`src/rtl/cail_param_pkg.sv`:
```
// cail_param_pkg
// Shared definitions for the calibration-parameter store: the controller
// state encoding and the default geometry / sweep value.
package cail_param_pkg;

  // Controller states: ST_INIT runs the initialisation sweep, ST_IDLE
  // accepts user writes.
  typedef enum logic {
    ST_IDLE = 1'b0,
    ST_INIT = 1'b1
  } state_t;

  localparam int DEFAULT_DATA_W   = 8;
  localparam int DEFAULT_ADDR_W   = 5;
  localparam int DEFAULT_INIT_VAL = 0;

endpackage

```
`src/rtl/cail_param_ram.sv`:
```
// cail_param_ram
// Inferable simple-dual-port RAM: one synchronous write port, one read
// port with a registered output. Same-address read and write on one edge
// returns the previous contents (read-first). The array is not reset.
//
// Ports:
//   clock  in   rising-edge clock
//   we     in   write enable
//   waddr  in   write address
//   wdata  in   write data
//   raddr  in   read address, sampled every cycle
//   rdata  out  registered read data
module cail_param_ram #(
  parameter int DATA_W = 8,
  parameter int ADDR_W = 5
) (
  input  logic              clock,
  input  logic              we,
  input  logic [ADDR_W-1:0] waddr,
  input  logic [DATA_W-1:0] wdata,
  input  logic [ADDR_W-1:0] raddr,
  output logic [DATA_W-1:0] rdata
);

  localparam int DEPTH = 2 ** ADDR_W;

  logic [DATA_W-1:0] mem_reg [DEPTH];
  logic [DATA_W-1:0] rdata_reg;

  always_ff @(posedge clock) begin
    if (we) begin
      mem_reg[waddr] <= wdata;
    end
  end

  always_ff @(posedge clock) begin
    rdata_reg <= mem_reg[raddr];
  end

  assign rdata = rdata_reg;

endmodule

```
`src/rtl/cail_param_store.sv`:
```
// cail_param_store
// Calibration-parameter store: simple-dual-port RAM with a self-clearing
// initialisation sweep (after reset or on clear), per-entry "written"
// flags, and optional same-address read-during-write bypass.
//
// Ports:
//   clock      in   rising-edge clock
//   reset      in   synchronous active-high reset
//   clear      in   one-cycle request to re-run the init sweep
//   data       in   write data
//   wraddress  in   write address
//   wren       in   write enable
//   rdaddress  in   read address, sampled every cycle
//   q          out  read data, one cycle after rdaddress
//   q_valid    out  entry read into q was written since the last sweep
//   busy       out  init sweep in progress
//   wr_err     out  one-cycle pulse: a write was dropped
module cail_param_store
  import cail_param_pkg::*;
#(
  parameter int                DATA_W   = DEFAULT_DATA_W,
  parameter int                ADDR_W   = DEFAULT_ADDR_W,
  parameter logic [DATA_W-1:0] INIT_VAL = DATA_W'(DEFAULT_INIT_VAL),
  parameter bit                BYPASS   = 1'b1
) (
  input  logic              clock,
  input  logic              reset,
  input  logic              clear,
  input  logic [DATA_W-1:0] data,
  input  logic [ADDR_W-1:0] wraddress,
  input  logic              wren,
  input  logic [ADDR_W-1:0] rdaddress,
  output logic [DATA_W-1:0] q,
  output logic              q_valid,
  output logic              busy,
  output logic              wr_err
);

  localparam int                DEPTH     = 2 ** ADDR_W;
  localparam logic [ADDR_W-1:0] LAST_ADDR = ADDR_W'(DEPTH - 1);

  state_t            state_reg, state_next;
  logic [ADDR_W-1:0] ptr_reg, ptr_next;
  logic              sweep_we;
  logic              user_we;
  logic              drop_wr;
  logic              byp_hit;

  logic [DEPTH-1:0]  written_reg;
  logic              wr_err_reg;
  logic              q_valid_reg;
  // When ovr_reg is set, q comes from ovr_data_reg instead of the RAM:
  // used for the reset value, reads during the sweep, and bypass hits.
  logic              ovr_reg;
  logic [DATA_W-1:0] ovr_data_reg;

  logic              ram_we;
  logic [ADDR_W-1:0] ram_waddr;
  logic [DATA_W-1:0] ram_wdata;
  logic [DATA_W-1:0] ram_rdata;

  // Next-state and write-port arbitration.
  always_comb begin
    state_next = state_reg;
    ptr_next   = ptr_reg;
    sweep_we   = 1'b0;
    user_we    = 1'b0;
    drop_wr    = 1'b0;
    case (state_reg)
      ST_INIT: begin
        sweep_we = 1'b1;
        drop_wr  = wren;
        if (clear) begin
          ptr_next = '0;
        end else if (ptr_reg == LAST_ADDR) begin
          state_next = ST_IDLE;
          ptr_next   = '0;
        end else begin
          ptr_next = ptr_reg + ADDR_W'(1);
        end
      end
      ST_IDLE: begin
        if (clear) begin
          // clear takes priority over a simultaneous user write
          state_next = ST_INIT;
          ptr_next   = '0;
          drop_wr    = wren;
        end else begin
          user_we = wren;
        end
      end
    endcase
  end

  assign ram_we    = !reset && (sweep_we || user_we);
  assign ram_waddr = sweep_we ? ptr_reg : wraddress;
  assign ram_wdata = sweep_we ? INIT_VAL : data;
  assign byp_hit   = BYPASS && user_we && (wraddress == rdaddress);

  cail_param_ram #(
    .DATA_W (DATA_W),
    .ADDR_W (ADDR_W)
  ) u_ram (
    .clock (clock),
    .we    (ram_we),
    .waddr (ram_waddr),
    .wdata (ram_wdata),
    .raddr (rdaddress),
    .rdata (ram_rdata)
  );

  always_ff @(posedge clock) begin
    if (reset) begin
      state_reg    <= ST_INIT;
      ptr_reg      <= '0;
      wr_err_reg   <= 1'b0;
      ovr_reg      <= 1'b1;
      ovr_data_reg <= '0;
      q_valid_reg  <= 1'b0;
    end else begin
      state_reg  <= state_next;
      ptr_reg    <= ptr_next;
      wr_err_reg <= drop_wr;
      if (state_reg == ST_INIT) begin
        ovr_reg      <= 1'b1;
        ovr_data_reg <= INIT_VAL;
        q_valid_reg  <= 1'b0;
      end else if (byp_hit) begin
        ovr_reg      <= 1'b1;
        ovr_data_reg <= data;
        q_valid_reg  <= 1'b1;
      end else begin
        // Flag is sampled before this edge's update, matching the
        // read-first RAM when bypass is disabled.
        ovr_reg     <= 1'b0;
        q_valid_reg <= written_reg[rdaddress];
      end
    end
  end

  // Per-entry written flags; any clear (or reset) wipes them all.
  generate
    for (genvar gi = 0; gi < DEPTH; gi++) begin : g_written
      always_ff @(posedge clock) begin
        if (reset || clear) begin
          written_reg[gi] <= 1'b0;
        end else if (user_we && (wraddress == ADDR_W'(gi))) begin
          written_reg[gi] <= 1'b1;
        end
      end
    end
  endgenerate

  assign q       = ovr_reg ? ovr_data_reg : ram_rdata;
  assign q_valid = q_valid_reg;
  assign busy    = (state_reg == ST_INIT);
  assign wr_err  = wr_err_reg;

endmodule

```
`config.mk`:
```
export PLATFORM = sky130hd
export DESIGN_NAME = cail_param_store
export DESIGN_NICKNAME = d
export VERILOG_FILES = /design/src/rtl/cail_param_pkg.sv /design/src/rtl/cail_param_ram.sv /design/src/rtl/cail_param_store.sv
export SDC_FILE = /design/constraint.sdc
export NUM_CORES = 1
export LEC_CHECK = 0
export ABC_AREA = 0
export CORE_ASPECT_RATIO = 1.4
export CORE_MARGIN = 5
export CORE_UTILIZATION = 66
export CTS_CLUSTER_SIZE = 40
export DETAILED_ROUTE_END_ITERATION = 7
export GPL_ROUTABILITY_DRIVEN = 0
export GPL_TIMING_DRIVEN = 0
export PLACE_DENSITY = 0.86
export SLEW_MARGIN = 20
export SYNTH_ARGS = -nofsm -noshare
export SYNTH_HDL_FRONTEND = slang
export SYNTH_SLANG_ARGS = --single-unit
```
`constraint.sdc`:
```
create_clock -name clock -period 5.21 [get_ports clock]
set_input_delay 1.3025 -clock clock [delete_from_list [all_inputs] [get_ports clock]]
set_output_delay 1.3025 -clock clock [all_outputs]
set_load 0.01 [all_outputs]
```
; Word-level counts from Yosys, hierarchy flattened
; Memory sizes are Yosys's and may differ from the RTL's. A register that Yosys moved wholly into a read port is not among the register bits.
; Index checks and enable logic that the tools add are counted.
[word_totals]
n_memories = 1
word_cells = 137
reg_bits = 49
ramBits = 256
[classes]
mux = 22
n_eq_ne = 34
add_sub_neg = 1
bitwise_logic = 1
n_lt_le_gt_ge = 1
reduce_logical = 39
[memory_table]
columns = memory, words, word_bits, rd, rd_ports_with_merged_regs, write_ports, line_no
row1 = u_ram.mem_reg, 32, 8, 1, 1, 1, cail_param_ram.sv:27  ; logic [DATA_W-1:0] mem_reg [DEPTH];
[op_table]
columns = op, count
row1 = 5-bit equality test (second input constant), 17
row2 = 5-bit by 4-bit equality test with 1-bit output (second input constant), 8
row3 = 1-bit logical AND, 34
row4 = 5-bit by 3-bit equality test with 1-bit output (second input constant), 4
row5 = 5-bit 2-to-1 mux, 4
row6 = 8-bit 2-to-1 mux, 2
row7 = 1-bit 2-to-1 mux, 12
row8 = 5-bit by 2-bit equality test with 1-bit output (second input constant), 2
row9 = 5-bit one-hot mux with 2 select lines, 1
row10 = 5-bit by 6-bit less-than comparator with 1-bit output (second input constant), 1
row11 = 5-bit by 1-bit adder with 5-bit output (second input constant), 1
row12 = 1-bit binary-select mux with 5-bit select, 1
row13 = 5-bit by 1-bit equality test with 1-bit output (second input constant), 1
row14 = 5-bit equality test, 1
row15 = 5-bit zero test, 1
row16 = 1-bit one-hot mux with 2 select lines, 2
row17 = 1-bit logical OR, 2
row18 = 2-bit inequality test (second input constant), 1
row19 = 2-bit OR reduction, 1
row20 = 1-bit zero test, 1
row21 = 1-bit NOT, 1

; Longest topological paths before layout
; Gate-level depths: netlist of run 1.
[depth]
word_depth = 6
depth_mapped = 8
mapped_depth_nobuf = 7

; Modules after synthesis
; A second synthesis of run 1 with hierarchy kept.
[unflattened]
cells_unflattened = 663
hier_area_um2 = 12345.6
[modules_own_cells]
columns = module, seq_area_each_um2, cells_each, instances, area_per_inst_um2
row1 = cail_param_ram, 7847.5, 417, 1, 10053.4
row2 = cail_param_store, 980.9, 246, 1, 2292.2

; Least setup slack after synthesis of run 1
; No wires, ideal clock.
[synth_timing]
path_kind = input port to flip-flop
from = input rdaddress[1]
to = register u_ram.rdata_reg[0] (netlist: u_ram.rdata[0]) (read register of u_ram.mem_reg)
arrival_ps = 2868
cell_stages = 5
setup_time_ps = 121
slack_ps = 2221
cell_sequence = buf_2 > clkbuf_1 > mux4_2 > mux4_2 > mux2_2
[synth_rtl]
columns = element, line_no
row1 = from (decl), cail_param_store.sv:32  ; input logic [ADDR_W-1:0] rdaddress,
row2 = to (decl), cail_param_ram.sv:28  ; logic [DATA_W-1:0] rdata_reg;

; Worst setup path in the final report of run 1
[layout_timing]
from = input wraddress[0]
to = memory u_ram.mem_reg[19][5] (enable)
[layout_between]
elab_chain_cells = 1
[layout_lines]
columns = element, line_no
row1 = from (decl), cail_param_store.sv:30  ; input logic [ADDR_W-1:0] wraddress,
row2 = 5-bit 2-to-1 mux, cail_param_store.sv:96  ; assign ram_waddr = sweep_we ? ptr_reg : wraddress;
row3 = to (decl), cail_param_ram.sv:27
; No other way between the ends.

==> results of run 1 <==
==> worst max-delay path: cells and delay by family <==
kind | cells | cell delay (ns)
buf+inv | 1 | 0.64
simple gates | 4 | 1.72
compound gates | 1 | 0.07
==> report_power, final <==
part	total, mW	internal, mW	leakage [nW]	switching [mW]
Combinational	0.216	0.103	1.25	0.114
Clock	2.24	1.32	0.473	0.917
Sequential	2.69	2.68	2.84	0.00475
==> per-stage QoR <==
stage,hold slack (ns),total power [mW],instances
6_report,0.470,5.14,1008
5_1_grt,0.497,5.27,1008
4_1_cts,0.471,5.14,1008
3_5_place_dp,0.456,2.95,957
3_3_place_gp,0.443,2.94,950
2_1_floorplan,0.429,2.88,680
==> synth_stat cells, types with 3 or more instances <==
| master | instances |
|---|---|
| sky130_fd_sc_hd__a21oi_1 | 37 |
| sky130_fd_sc_hd__buf_1 | 4 |
| sky130_fd_sc_hd__buf_2 | 9 |
| sky130_fd_sc_hd__buf_6 | 5 |
| sky130_fd_sc_hd__clkbuf_1 | 19 |
| sky130_fd_sc_hd__dfxtp_1 | 57 |
| sky130_fd_sc_hd__edfxtp_1 | 256 |
| sky130_fd_sc_hd__inv_1 | 3 |
| sky130_fd_sc_hd__mux2_2 | 22 |
| sky130_fd_sc_hd__mux2i_1 | 13 |
| sky130_fd_sc_hd__mux4_2 | 86 |
| sky130_fd_sc_hd__nand2_1 | 18 |
| sky130_fd_sc_hd__nand2b_1 | 8 |
| sky130_fd_sc_hd__nor2_1 | 93 |
| sky130_fd_sc_hd__nor2b_1 | 11 |
| sky130_fd_sc_hd__nor3_1 | 4 |
| sky130_fd_sc_hd__nor3b_1 | 4 |
| sky130_fd_sc_hd__o21ai_0 | 4 |
| sky130_fd_sc_hd__xnor2_1 | 3 |
==> worst max path at each step <==
| stage | from | to | depth (start not counted) |
|---|---|---|---|
| 2_1_floorplan | rdaddress[1] | u_ram.rdata[0]$_DFF_P_ | 5 |
| 3_3_place_gp | data[4] | u_ram.mem_reg[22][4]$_DFFE_PP_ | 2 |
| 6_report | wraddress[0] | u_ram.mem_reg[19][5]$_DFFE_PP_ | 6 |
| 3_5_place_dp | wraddress[0] | u_ram.mem_reg[19][5]$_DFFE_PP_ | 6 |
| 4_1_cts | wraddress[0] | u_ram.mem_reg[19][5]$_DFFE_PP_ | 6 |
| 5_1_grt | wraddress[0] | u_ram.mem_reg[19][5]$_DFFE_PP_ | 6 |
==> area by class of cell <==
type	count	share of cell area, %
timing repair buffer	33	2.50
clock buffer	31	5.23
inverter	3	0.0803
clock inverter	20	1.94
buffer	37	1.34
sequential	313	62.9
tap	244	2.18
multi-input combinational	327	23.8
==> layer usage <==
| metal | wire length (µm) | track usage, % | vias up |
|---|---|---|---|
| met5 | 0 | 0 | - |
| met2 | 15000 | 47.4 | 532 |
| li1 | - | - | 2800 |
| met3 | 2660 | 5.41 | 110 |
| met4 | 1420 | 11.7 | 0 |
| met1 | 10000 | 34.7 | 3481 |
==> cells by family after synthesis <==
logic type               after synthesis  synth area share [%]
flip-flops                           313                  71.5
AND/OR/NAND/NOR                      152                  5.52
multiplexers                         121                  18.8
AO/OA/AOI/OAI                         47                  2.04
buffers and inverters                 40                  1.61
XOR/XNOR                               5                 0.355
adder cells (fa/ha/maj)                2                 0.203
==> results.md, run 1 <==
Placed design:
- Summing all placed instances gives a cell area of 0.0130 mm².
- Input and output buffers added on the ports amount to 26.
- The worst slack at placement is 1.28 ns.
- The post-detailed-placement half-perimeter wirelength is 18600 µm.

Cells and area:
- The number of nets in the layout is 767.
- The sequential cells in the finished layout cover a total of 0.00883 mm².
- The library cell used most frequently in the layout, excluding fill and tap cells, is sky130_fd_sc_hd__edfxtp_1.
- The post-route core utilization is 75.7%.
- The area of the multi-input gates is 0.00334 mm².
- The total non-filler cell area in the finished layout is 0.0140 mm².
- The layout filler cell count is 927.
- The area growth from synthesis to layout is 13.7%.
- The number of diodes added for antenna fixing is 0.
- The library cells used most frequently in the layout, excluding fill and tap cells, are sky130_fd_sc_hd__edfxtp_1, sky130_fd_sc_hd__nor2_1, sky130_fd_sc_hd__mux4_2, sky130_fd_sc_hd__dfxtp_1, sky130_fd_sc_hd__a21oi_1.
- The number of flip-flops under the largest register name is 256.
- The post-route netlist has 24.3% of its cells at a drive strength greater than 1.

Setup path:
- The largest individual stage delay along the critical path comes from the cell sky130_fd_sc_hd__nor2_1.
- The worst setup path is launched from an input pin.
- The most numerous cell type found on the critical path is sky130_fd_sc_hd__nor2_1.
- The required time of the worst setup path is 5.38 ns.
- The largest stage delay on the critical path is 0.81 ns.
- Counting cells, the worst reg-to-reg path comes to 5.
- The arrival time of the worst setup path is 3.74 ns.
- The worst reg2reg path endpoint is u_ram.mem_reg[19][5]$_DFFE_PP_.
- The signal on the critical path passes through clkdlybuf4s50_1 > nor4bb_1 > a21oi_1 > nor2_1 > nand2_1 > nor2_1.
- The worst register-to-register path has a setup slack of 2.40 ns.
- Along the worst path, the maximum fanout reaches 8.
- The worst setup path is of the in -> reg kind.
- The startpoint identified for the worst register-to-register timing path is busy$_SDFF_PP1_.
- The kind of end point of the critical path is a register.

Logic synthesis:
- Of the synthesized area, sequential elements account for 71.5%.
- The net count after synthesis is 704.
- Synthesis instantiated 36 different standard cells from the library.
- The proportion of netlist area held by the largest area contributor is 62.3%.
- The cell count after synthesis came out at 680.
- The top cell type by total area after synthesis is sky130_fd_sc_hd__edfxtp_1.
- After synthesis, the mean cell area works out to 18.2 µm².
- The prevailing post-synth register cell is sky130_fd_sc_hd__edfxtp_1.
- Yosys printed 0 warnings.
- The number of enable-type register cells in the synthesized netlist is 256.
- For this run, asynchronously set or reset flops after synthesis account for 0%.
- After synthesis, the cell types taking the most area are sky130_fd_sc_hd__edfxtp_1, sky130_fd_sc_hd__mux4_2, sky130_fd_sc_hd__dfxtp_1.
- The synthesized area is 0.0123 mm².
- After synthesis the netlist holds a flip-flop and latch count of 313.

Global routing:
- The first global-routing pass estimated 44100 µm of wire.
- The initial antenna violation count was 1.
- The maximum number of pins on one net before global-route repair is 33.
- For this run the aggregate overflow at the end of global routing stands at 0.
- In the global route stage, overall resource usage came out at 27.6%.
- The number of global-route vias before repair is 7180.

Hold path:
- The hold path endpoint is written_reg[12]$_SDFFE_PP0P_.
- The startpoint of the worst hold path is written_reg[12]$_SDFFE_PP0P_.
- The worst hold path was traced through 2 stages.
- The worst hold path belongs to the class reg -> reg.

Clock network:
- In this run the clock root is driven by a sky130_fd_sc_hd__clkbuf_16.
- The clock latency reported for the late side of the worst-skew pair is 0.54 ns.
- In this run the deepest clock path goes through 3 buffers.
- CTS built an H-tree with a depth of 1.
- The number of clock buffers added by TritonCTS is 28.
- After clock tree synthesis, the flow added hold-fix buffers numbering 0.
- The tree built by TritonCTS fans out to 313 sinks.
- Gates resized during post-CTS repair numbered 0.
- The number of buffers inserted to repair setup after CTS is 0.
- The TritonCTS clock tree is yes.
- The clock-pin slew of the registers on the worst-case setup and hold paths is 0.07 ns.

Drt:
- The post-detailed-route via-to-cell ratio is 6.87.
- Summed over all layers, the routed wires come to 29100 µm.
- The final route contains 6923 vias.
- The post-detailed-route wirelength per cell is 28.9 µm.
- The detail route stage leaves a number of antenna-violating nets equal to 0.
- In the routed design, unresolved DRC markers number 0.
- The length of the first detailed-routing pass in iterations is 5.
- After the first detailed-routing iteration, the DRC count stood at 1057.

STA:
- The worst relative slew slack is 40.2%.
- The number of hold-slack violations in the final timing report is 0.
- The final max-slew violation count is 0.
- The worst path in the final design needs a cycle of 3.57 ns, including I/O delays and setup.
- The actual slew at the worst max-slew pin is 0.894 ns.
- Of the available clock period, the critical path in the final layout requires 68.6%.
- The clock skew is 0.0143 ns.
- Timing would allow up to 280 MHz.
- The final number of setup-violating endpoints is 0.
- In the post-route analysis, the smallest setup slack over all paths is 1.64 ns.
- Setup repair after global routing left no endpoint under its margin.
- The summed negative setup slack over all endpoints is 0 ns.

Floorplan:
- The area of the die is 0.0216 mm².
- Pin placement for this block handled 33 I/O pins.
- Once the floorplan was initialized, standard cells occupied 66.6% of the core.
- The x dimension of the die is 126 µm.
- The site row count is 59.
- The total area inside the core boundary comes to 0.0185 mm².
- Measured along the y axis, the die boundary spans 172 µm.

Run:
- Across the run, the number of max-cap violations was 0.

Power:
- The highest ir drop seen on vdd is 0.306 mV.
- Dividing total power by cell area gives a power density of 366 mW/mm².
- For this design the static power due to leakage is 4.56 nW.

Run status:
- The flow ran to the end, and the final reports show no timing, DRC or antenna violations.
(Power assumes the default switching activity.)
==> run 2: changes to the inputs <==
- CORE_UTILIZATION: 66 -> 61
- PLACE_DENSITY: 0.86 -> 0.81
- clock period: 5.21 -> 3.3 ns (I/O delays scaled with it)
==> run 2 against run 1 <==
  * Die area is 7.6% higher
  * Power rose by 48%
  * Flip-flop and latch count stayed put
  * Sequential power is 58% higher
  * Largest cell class unchanged
  * Largest power group unchanged
  * Non-clock buffer count shrank 1
==> results.md, run 2 (synthesized netlist as in run 1, its figures left out) <==
STA:
- The routed design could run at a clock period as short as 2.96 ns.
- The number of hold-slack violations in the final timing report is 0 (unchanged).
- The clock skew came to 0.0179 ns (was 0.0143 ns).
- The portion of the clock cycle consumed by the worst path in the final layout is 89.5%.
- The final hold slack came to 0.469 ns (was 0.470 ns).
- The final number of setup-violating endpoints is 0 (unchanged).
- Timing would allow up to 338 MHz.
- The summed negative setup slack over all endpoints is 0 ns (unchanged).
- The actual slew at the worst max-slew pin is 0.845 ns (was 0.894 ns).
- Setup repair after global routing missed its margin: false (unchanged).
- The post-route worst setup slack is 0.345 ns (was 1.64 ns).
- The final max-slew violation count is 0 (unchanged).
- The worst relative slew slack is 43.7% (was 40.2%).

Clock network:
- The number of sinks driven by the clock tree was 313 (unchanged).
- The buffer depth of the longest clock path is 3 (unchanged).
- The clock root buffer is sky130_fd_sc_hd__clkbuf_16 (unchanged).
- The clock latency reported for the late side of the worst-skew pair is 0.54 ns (about the same).
- The number of instances resized during post-cts repair is 0 (unchanged).
- The number of buffers inserted to repair setup after CTS is 0 (unchanged).
- The total clock buffers created by CTS was 28 (unchanged).
- The clock-pin slew of the registers on the worst-case setup and hold paths is 0.06 ns (was 0.07 ns).
- The maximum level of the CTS H-tree is 1 (unchanged).
- The number of buffers added to fix hold violations after cts is 0 (unchanged).
- The TritonCTS clock tree is yes (unchanged).

Cells and area:
- The post-route core utilization is 69.8% (was 75.7%).
- The number of flip-flops under the largest register name is 256 (unchanged).
- The number of nets in the layout is 766 (was 767).
- Commonest cells after routing, fill and taps aside: sky130_fd_sc_hd__edfxtp_1, sky130_fd_sc_hd__nor2_1, sky130_fd_sc_hd__mux4_2, sky130_fd_sc_hd__dfxtp_1, sky130_fd_sc_hd__a21oi_1 (unchanged).
- The number of diodes added for antenna fixing is 0 (unchanged).
- The area growth from synthesis to layout is 12.6% (was 13.7%).
- The fraction of layout cells with a size suffix above 1 came to 23.7% (was 24.3%).
- The layout filler cell count came to 1185 (was 927).
- The most common cell after layout, fill and taps aside was sky130_fd_sc_hd__edfxtp_1 (unchanged).
- The sequential cell area is 0.00883 mm² (unchanged).
- The area of the multi-input gates is 0.00335 mm² (was 0.00334 mm²).
- The count of placed standard cells in the final layout, fillers left out is 1016 (was 1008).
- The total non-filler cell area in the finished layout came to 0.0139 mm² (was 0.0140 mm²).

Global routing:
- The overall overflow remaining after global route was 0 (unchanged).
- The maximum number of pins on one net before global-route repair was 33 (unchanged).
- The number of global-route vias before repair is 6780 (was 7180).
- The initial antenna violation count is 0 (was 1).
- The global-route wire length before repair is 40200 µm (was 44100 µm).
- The overall track demand over capacity in global routing is 23.5% (was 27.6%).

Drt:
- The number of routed nets with antenna violations was 0 (unchanged).
- The total DRC errors in the routed layout was 0 (unchanged).
- The starting DRC count in detailed routing is 671 (was 1057).
- The post-detailed-route via-to-cell ratio came to 6.42 (was 6.87).
- The routed via count is 6526 (was 6923).
- The length of the first detailed-routing pass in iterations is 5 (unchanged).
- The post-detailed-route wirelength per cell is 25.8 µm (was 28.9 µm).
- The total length of routed wires was 26200 µm (was 29100 µm).

Placed design:
- The placed standard-cell area is 0.0130 mm² (about the same).
- The post-detailed-placement half-perimeter wirelength is 18400 µm (was 18600 µm).
- The number of cells after detailed placement is 964 (was 957).
- The worst slack at placement is -0.175 ns (was 1.28 ns).
- The number of input and output port buffers inserted is 26 (unchanged).

Setup path:
- The worst setup path category is reg -> out (was in -> reg).
- The required time of the worst setup path is 2.47 ns (was 5.38 ns).
- The startpoint of the worst register-to-register path is busy$_SDFF_PP1_ (unchanged).
- The launching element type of the critical path is a register (was input pin).
- Cells along the critical path: clkbuf_1 > mux2_2 > clkdlybuf4s50_1 (was clkdlybuf4s50_1 > nor4bb_1 > a21oi_1 > nor2_1 > nand2_1 > nor2_1).
- The critical path startpoint is ovr_reg$_SDFF_PP1_ (was wraddress[0]).
- The slowest stage cell on the critical path is sky130_fd_sc_hd__clkdlybuf4s50_1 (was sky130_fd_sc_hd__nor2_1).
- The kind of end point of the critical path is a primary output (was register).
- The largest fanout on the critical path is 8 (unchanged).
- The largest stage delay on the critical path came to 0.49 ns (was 0.81 ns).
- The arrival time of the worst setup path was 2.13 ns (was 3.74 ns).

Floorplan:
- The floorplan core area is 0.0199 mm² (was 0.0185 mm²).
- The area of the die is 0.0232 mm² (was 0.0216 mm²).
- The site row count came to 61 (was 59).
- The die extent in y is 178 µm (was 172 µm).
- The starting utilization of the core area is 62.0% (was 66.6%).
- The count of boundary I/O pins is 33 (unchanged).
- The x dimension of the die is 130 µm (was 126 µm).

Power:
- The static leakage is 4.53 nW (was 4.56 nW).
- The highest ir drop seen on vdd is 0.388 mV (was 0.306 mV).
- The power per cell area is 549 mW/mm² (was 366 mW/mm²).
- The post-layout total power is 7.63 mW (was 5.14 mW).

Hold path:
- The type of the tightest min-delay check is reg -> reg (unchanged).
- The startpoint of the worst hold path is written_reg[31]$_SDFFE_PP0P_ (was written_reg[12]$_SDFFE_PP0P_).

Run:
- The max-capacitance violation count came to 0 (unchanged).

Run status:
- Outcome: complete, no violations (unchanged).
run 2: cell count changes in the layout (fill, tap and decap cells not counted), moves of 2 or more:
cell	delta
sky130_fd_sc_hd__clkbuf_8	+2
sky130_fd_sc_hd__clkinv_2	+7
sky130_fd_sc_hd__bufinv_16	-6
sky130_fd_sc_hd__clkinv_4	-2
sky130_fd_sc_hd__buf_6	-3
sky130_fd_sc_hd__clkinvlp_4	-5
sky130_fd_sc_hd__clkbuf_1	+6
sky130_fd_sc_hd__buf_8	+2
run 2: final cells by class:
type / instances / share of cell area (%)
Timing Repair Buffer: 32 / 2.49
Clock buffer: 40 / 5.81
Inverter: 3 / 0.0810
Buffer: 37 / 1.35
Sequential cell: 313 / 63.5
Multi-Input combinational cell: 327 / 24.1
Tap cell: 252 / 2.27
Clock inverter: 12 / 0.432
run 2: worst max-delay path: cells and delay by family (launching register included):
| family | cells | cell delay [ns] |
|---|---|---|
| flops | 1 | 0.31 |
| buf+inv | 2 | 0.87 |
| mux | 1 | 0.42 |
run 2: final timing paths:
kind                                        end  slack [ns]  cells past startpoint
setup / recovery                           q[0]        0.34                      3
hold / removal     written_reg[31]$_SDFFE_PP0P_        0.47                      2
setup reg to reg  u_ram.mem_reg[1][5]$_DFFE_PP_        0.73                      4
hold reg to reg    written_reg[31]$_SDFFE_PP0P_        0.47                      2
run 2: layer usage:
| metal | global-route usage, % | wire, µm | up-vias |
|---|---|---|---|
| met5 | 0 | 0 | - |
| met4 | 9.49 | 1180 | 0 |
| met3 | 3.00 | 1540 | 61 |
| met2 | 41.1 | 13900 | 312 |
| met1 | 29.8 | 9640 | 3356 |
| li1 | - | - | 2797 |
run 2: where the power goes:
part	total (mW)	switching, mW	internal (mW)
Clock	3.05	1.35	1.70
Sequential	4.24	0.00880	4.24
Combinational	0.332	0.171	0.162
==> run 3: changes to the inputs <==
- REMOVE_ABC_BUFFERS: default -> 1
- SLEW_MARGIN: 20 -> 5
==> run 3 against run 2 <==
  * Non-clock buffer count fell by 26
  * Combinational power shrank 4%
  * Die area unchanged
  * Core utilization down 0.18 points
  * Design area down 0.26%
  * Global-route usage down 0.67 points
  * Sequential share of layout area is 0.18 points higher
  * Largest cell class unchanged
  * Largest power group unchanged
  * Highest routed layer unchanged
==> results.md, run 3 (synthesized netlist as in run 1, its figures left out) <==
STA:
- The final max-slew violation count came to 0 (unchanged).
- The final hold slack is 0.473 ns (was 0.469 ns).
- The number of hold-slack violations in the final timing report was 0 (unchanged).
- The post-route worst setup slack is 0.278 ns (was 0.345 ns).
- The portion of the clock cycle consumed by the worst path in the final layout was 91.6% (was 89.5%).
- Setup repair after global routing missed its margin: false (unchanged).
- The actual slew at the worst max-slew pin is 1.17 ns (was 0.845 ns).
- The highest achievable clock rate is 331 MHz (was 338 MHz).
- The clock skew is 0.0114 ns (was 0.0179 ns).
- The worst relative slew slack was 21.6% (was 43.7%).
- The final number of setup-violating endpoints is 0 (unchanged).
- The final critical delay including setup and external delays is 3.02 ns (was 2.96 ns).

Placed design:
- The worst slack at placement is -0.207 ns (was -0.175 ns).
- The post-detailed-placement half-perimeter wirelength is 16300 µm (was 18400 µm).
- The number of input and output port buffers inserted was 32 (was 26).
- The number of cells after detailed placement is 938 (was 964).

Drt:
- The starting DRC count in detailed routing was 692 (was 671).
- The post-detailed-route via-to-cell ratio was 6.43 (was 6.42).
- The total DRC errors in the routed layout is 0 (unchanged).
- The post-detailed-route wirelength per cell is 26.1 µm (was 25.8 µm).
- The total length of routed wires is 25700 µm (was 26200 µm).
- The number of routed nets with antenna violations is 0 (unchanged).
- The routed via count is 6349 (was 6526).
- The length of the first detailed-routing pass in iterations is 5 (unchanged).

Clock network:
- The clock-pin slew of the registers on the worst-case setup and hold paths is 0.06 ns (about the same).
- The clock root buffer is sky130_fd_sc_hd__clkbuf_16 (unchanged).
- The total clock buffers created by CTS is 27 (was 28).
- The number of buffers inserted to repair setup after CTS is 0 (unchanged).
- The maximum level of the CTS H-tree came to 1 (unchanged).
- The buffer depth of the longest clock path is 3 (unchanged).
- The number of sinks driven by the clock tree was 313 (unchanged).
- The TritonCTS clock tree is yes (unchanged).
- The clock latency reported for the late side of the worst-skew pair is 0.53 ns (was 0.54 ns).

Floorplan:
- The count of boundary I/O pins was 33 (unchanged).
- The floorplan core area is 0.0199 mm² (unchanged).
- The die extent in y was 178 µm (unchanged).
- The area of the die came to 0.0232 mm² (unchanged).
- The x dimension of the die is 130 µm (unchanged).
- The starting utilization of the core area is 62.0% (unchanged).
- The site row count is 61 (unchanged).

Setup path:
- The slowest stage cell on the critical path was sky130_fd_sc_hd__nor2_1 (was sky130_fd_sc_hd__clkdlybuf4s50_1).
- The buffering stage count on the worst path with inverters included was 1 (was 2).
- The cell repeated most along the worst path is sky130_fd_sc_hd__nor2_1.
- The largest fanout on the critical path was 8 (unchanged).
- The kind of cell with the highest combined delay on the critical path is simple AND/OR/NAND/NOR gates (was buffers and inverters).
- The largest stage delay on the critical path is 0.74 ns (was 0.49 ns).
- The required time of the worst setup path is 3.45 ns (was 2.47 ns).
- The kind of end point of the critical path is a register (was primary output).
- The worst setup path category is in -> reg (was reg -> out).
- The launching element type of the critical path is an input pin (was register).
- Cells along the critical path: clkdlybuf4s50_1 > nor4bb_1 > a21oi_1 > nor2_1 > nand2_1 > nor2_1 (was clkbuf_1 > mux2_2 > clkdlybuf4s50_1).
- The arrival time of the worst setup path is 3.18 ns (was 2.13 ns).

Global routing:
- The overall track demand over capacity in global routing is 22.8% (was 23.5%).
- The maximum number of pins on one net before global-route repair came to 61 (was 33).
- The number of global-route vias before repair was 6615 (was 6780).
- The initial antenna violation count was 0 (unchanged).
- The global-route wire length before repair was 39300 µm (was 40200 µm).
- The overall overflow remaining after global route is 0 (unchanged).

Hold path:
- The type of the tightest min-delay check was reg -> reg (unchanged).

Power:
- The static leakage came to 4.50 nW (was 4.53 nW).
- The total internal power is 6.20 mW (was 6.10 mW).
- The clock share of power is 40.8% (was 40.0%).
- The power per cell area was 555 mW/mm² (was 549 mW/mm²).
- The post-layout total power was 7.70 mW (was 7.63 mW).
- The highest ir drop seen on vdd is 0.364 mV (was 0.388 mV).
- The fraction of power consumed by combinational cells was 4.2% (was 4.4%).
- The net load switching power is 1.50 mW (was 1.53 mW).
- The proportion of power drawn by flip-flops and latches is 55.1% (was 55.6%).
- The switching portion of total power is 19.4% (was 20.0%).

Cells and area:
- The count of placed standard cells in the final layout, fillers left out is 987 (was 1016).
- The most common cell after layout, fill and taps aside is sky130_fd_sc_hd__edfxtp_1 (unchanged).
- The number of diodes added for antenna fixing is 0 (unchanged).
- The area growth from synthesis to layout is 12.3% (was 12.6%).
- The layout filler cell count is 1153 (was 1185).
- The number of nets in the layout is 739 (was 766).
- The post-route core utilization is 69.6% (was 69.8%).
- Commonest cells after routing, fill and taps aside: sky130_fd_sc_hd__edfxtp_1, sky130_fd_sc_hd__nor2_1, sky130_fd_sc_hd__mux4_2, sky130_fd_sc_hd__dfxtp_1, sky130_fd_sc_hd__a21oi_1 (unchanged).
- The number of flip-flops under the largest register name is 256 (unchanged).
- The fraction of layout cells with a size suffix above 1 is 23.5% (was 23.7%).

Run status:
- Outcome: complete, no violations (unchanged).

Run:
- The max-capacitance violation count was 0 (unchanged).
-- run 3: area by class of cell --
class	count	area (µm²)	share of cell area (%)
Inverter	3	11.3	0.0812
Multi-Input combinational cell	327	3340	24.1
Timing Repair Buffer	43	493	3.55
Sequential cell	313	8830	63.7
Clock inverter	18	186	1.34
Tap cell	252	315	2.27
Clock buffer	31	691	4.98
-- run 3: worst reg2reg max path, stage by stage, from the launching register on --
cell and delay (ns):
sky130_fd_sc_hd__dfxtp_2 0.54, sky130_fd_sc_hd__nor4bb_1 0.41, sky130_fd_sc_hd__a21oi_1 0.07, sky130_fd_sc_hd__nor2_1 0.18, sky130_fd_sc_hd__nand2_1 0.35, sky130_fd_sc_hd__nor2_1 0.74
-- run 3: power groups by stage --
stage               registers (mW)  clock network [mW]  logic, mW
finish                        4.24                3.14      0.320
global route                  4.24                3.36      0.338
CTS                           4.24                3.19      0.321
detailed placement            4.33                   0      0.317
global placement              4.33                   0      0.334
floorplan                     4.33                   0      0.164
-- run 3: final timing paths --
| path | from | end | slack [ns] | depth (start not counted) |
|---|---|---|---|---|
| max reg2reg | busy$_SDFF_PP1_ | u_ram.mem_reg[21][3]$_DFFE_PP_ | 0.62 | 5 |
| max | wraddress[0] | u_ram.mem_reg[21][3]$_DFFE_PP_ | 0.28 | 6 |
| min | written_reg[20]$_SDFFE_PP0P_ | written_reg[20]$_SDFFE_PP0P_ | 0.47 | 2 |
| min reg2reg | written_reg[20]$_SDFFE_PP0P_ | written_reg[20]$_SDFFE_PP0P_ | 0.47 | 2 |
-- run 3: what timing repair did --
item                       in CTS  in global routing
setup endpoints to repair       0                  1
hold buffers                    0                  0
gates resized for setup         0                  1
-- run 3: routing by layer --
layer | track usage [%] | part of all wire [%] | vias up
met2 | 38.7 | 52 | 269
met3 | 4.10 | 7.1 | 57
met4 | 7.50 | 3.4 | 0
li1 | - | - | 2735
met1 | 30.2 | 38 | 3288
met5 | 0 | 0 | -
-- run 3: through the flow --
step	instance area, µm²	setup TNS (ns)
after global placement	12800	-81.19
after detailed placement	13000	-25.25
after CTS	13900	0
final	13900	0
after floorplan	12200	0
after global routing	13900	0
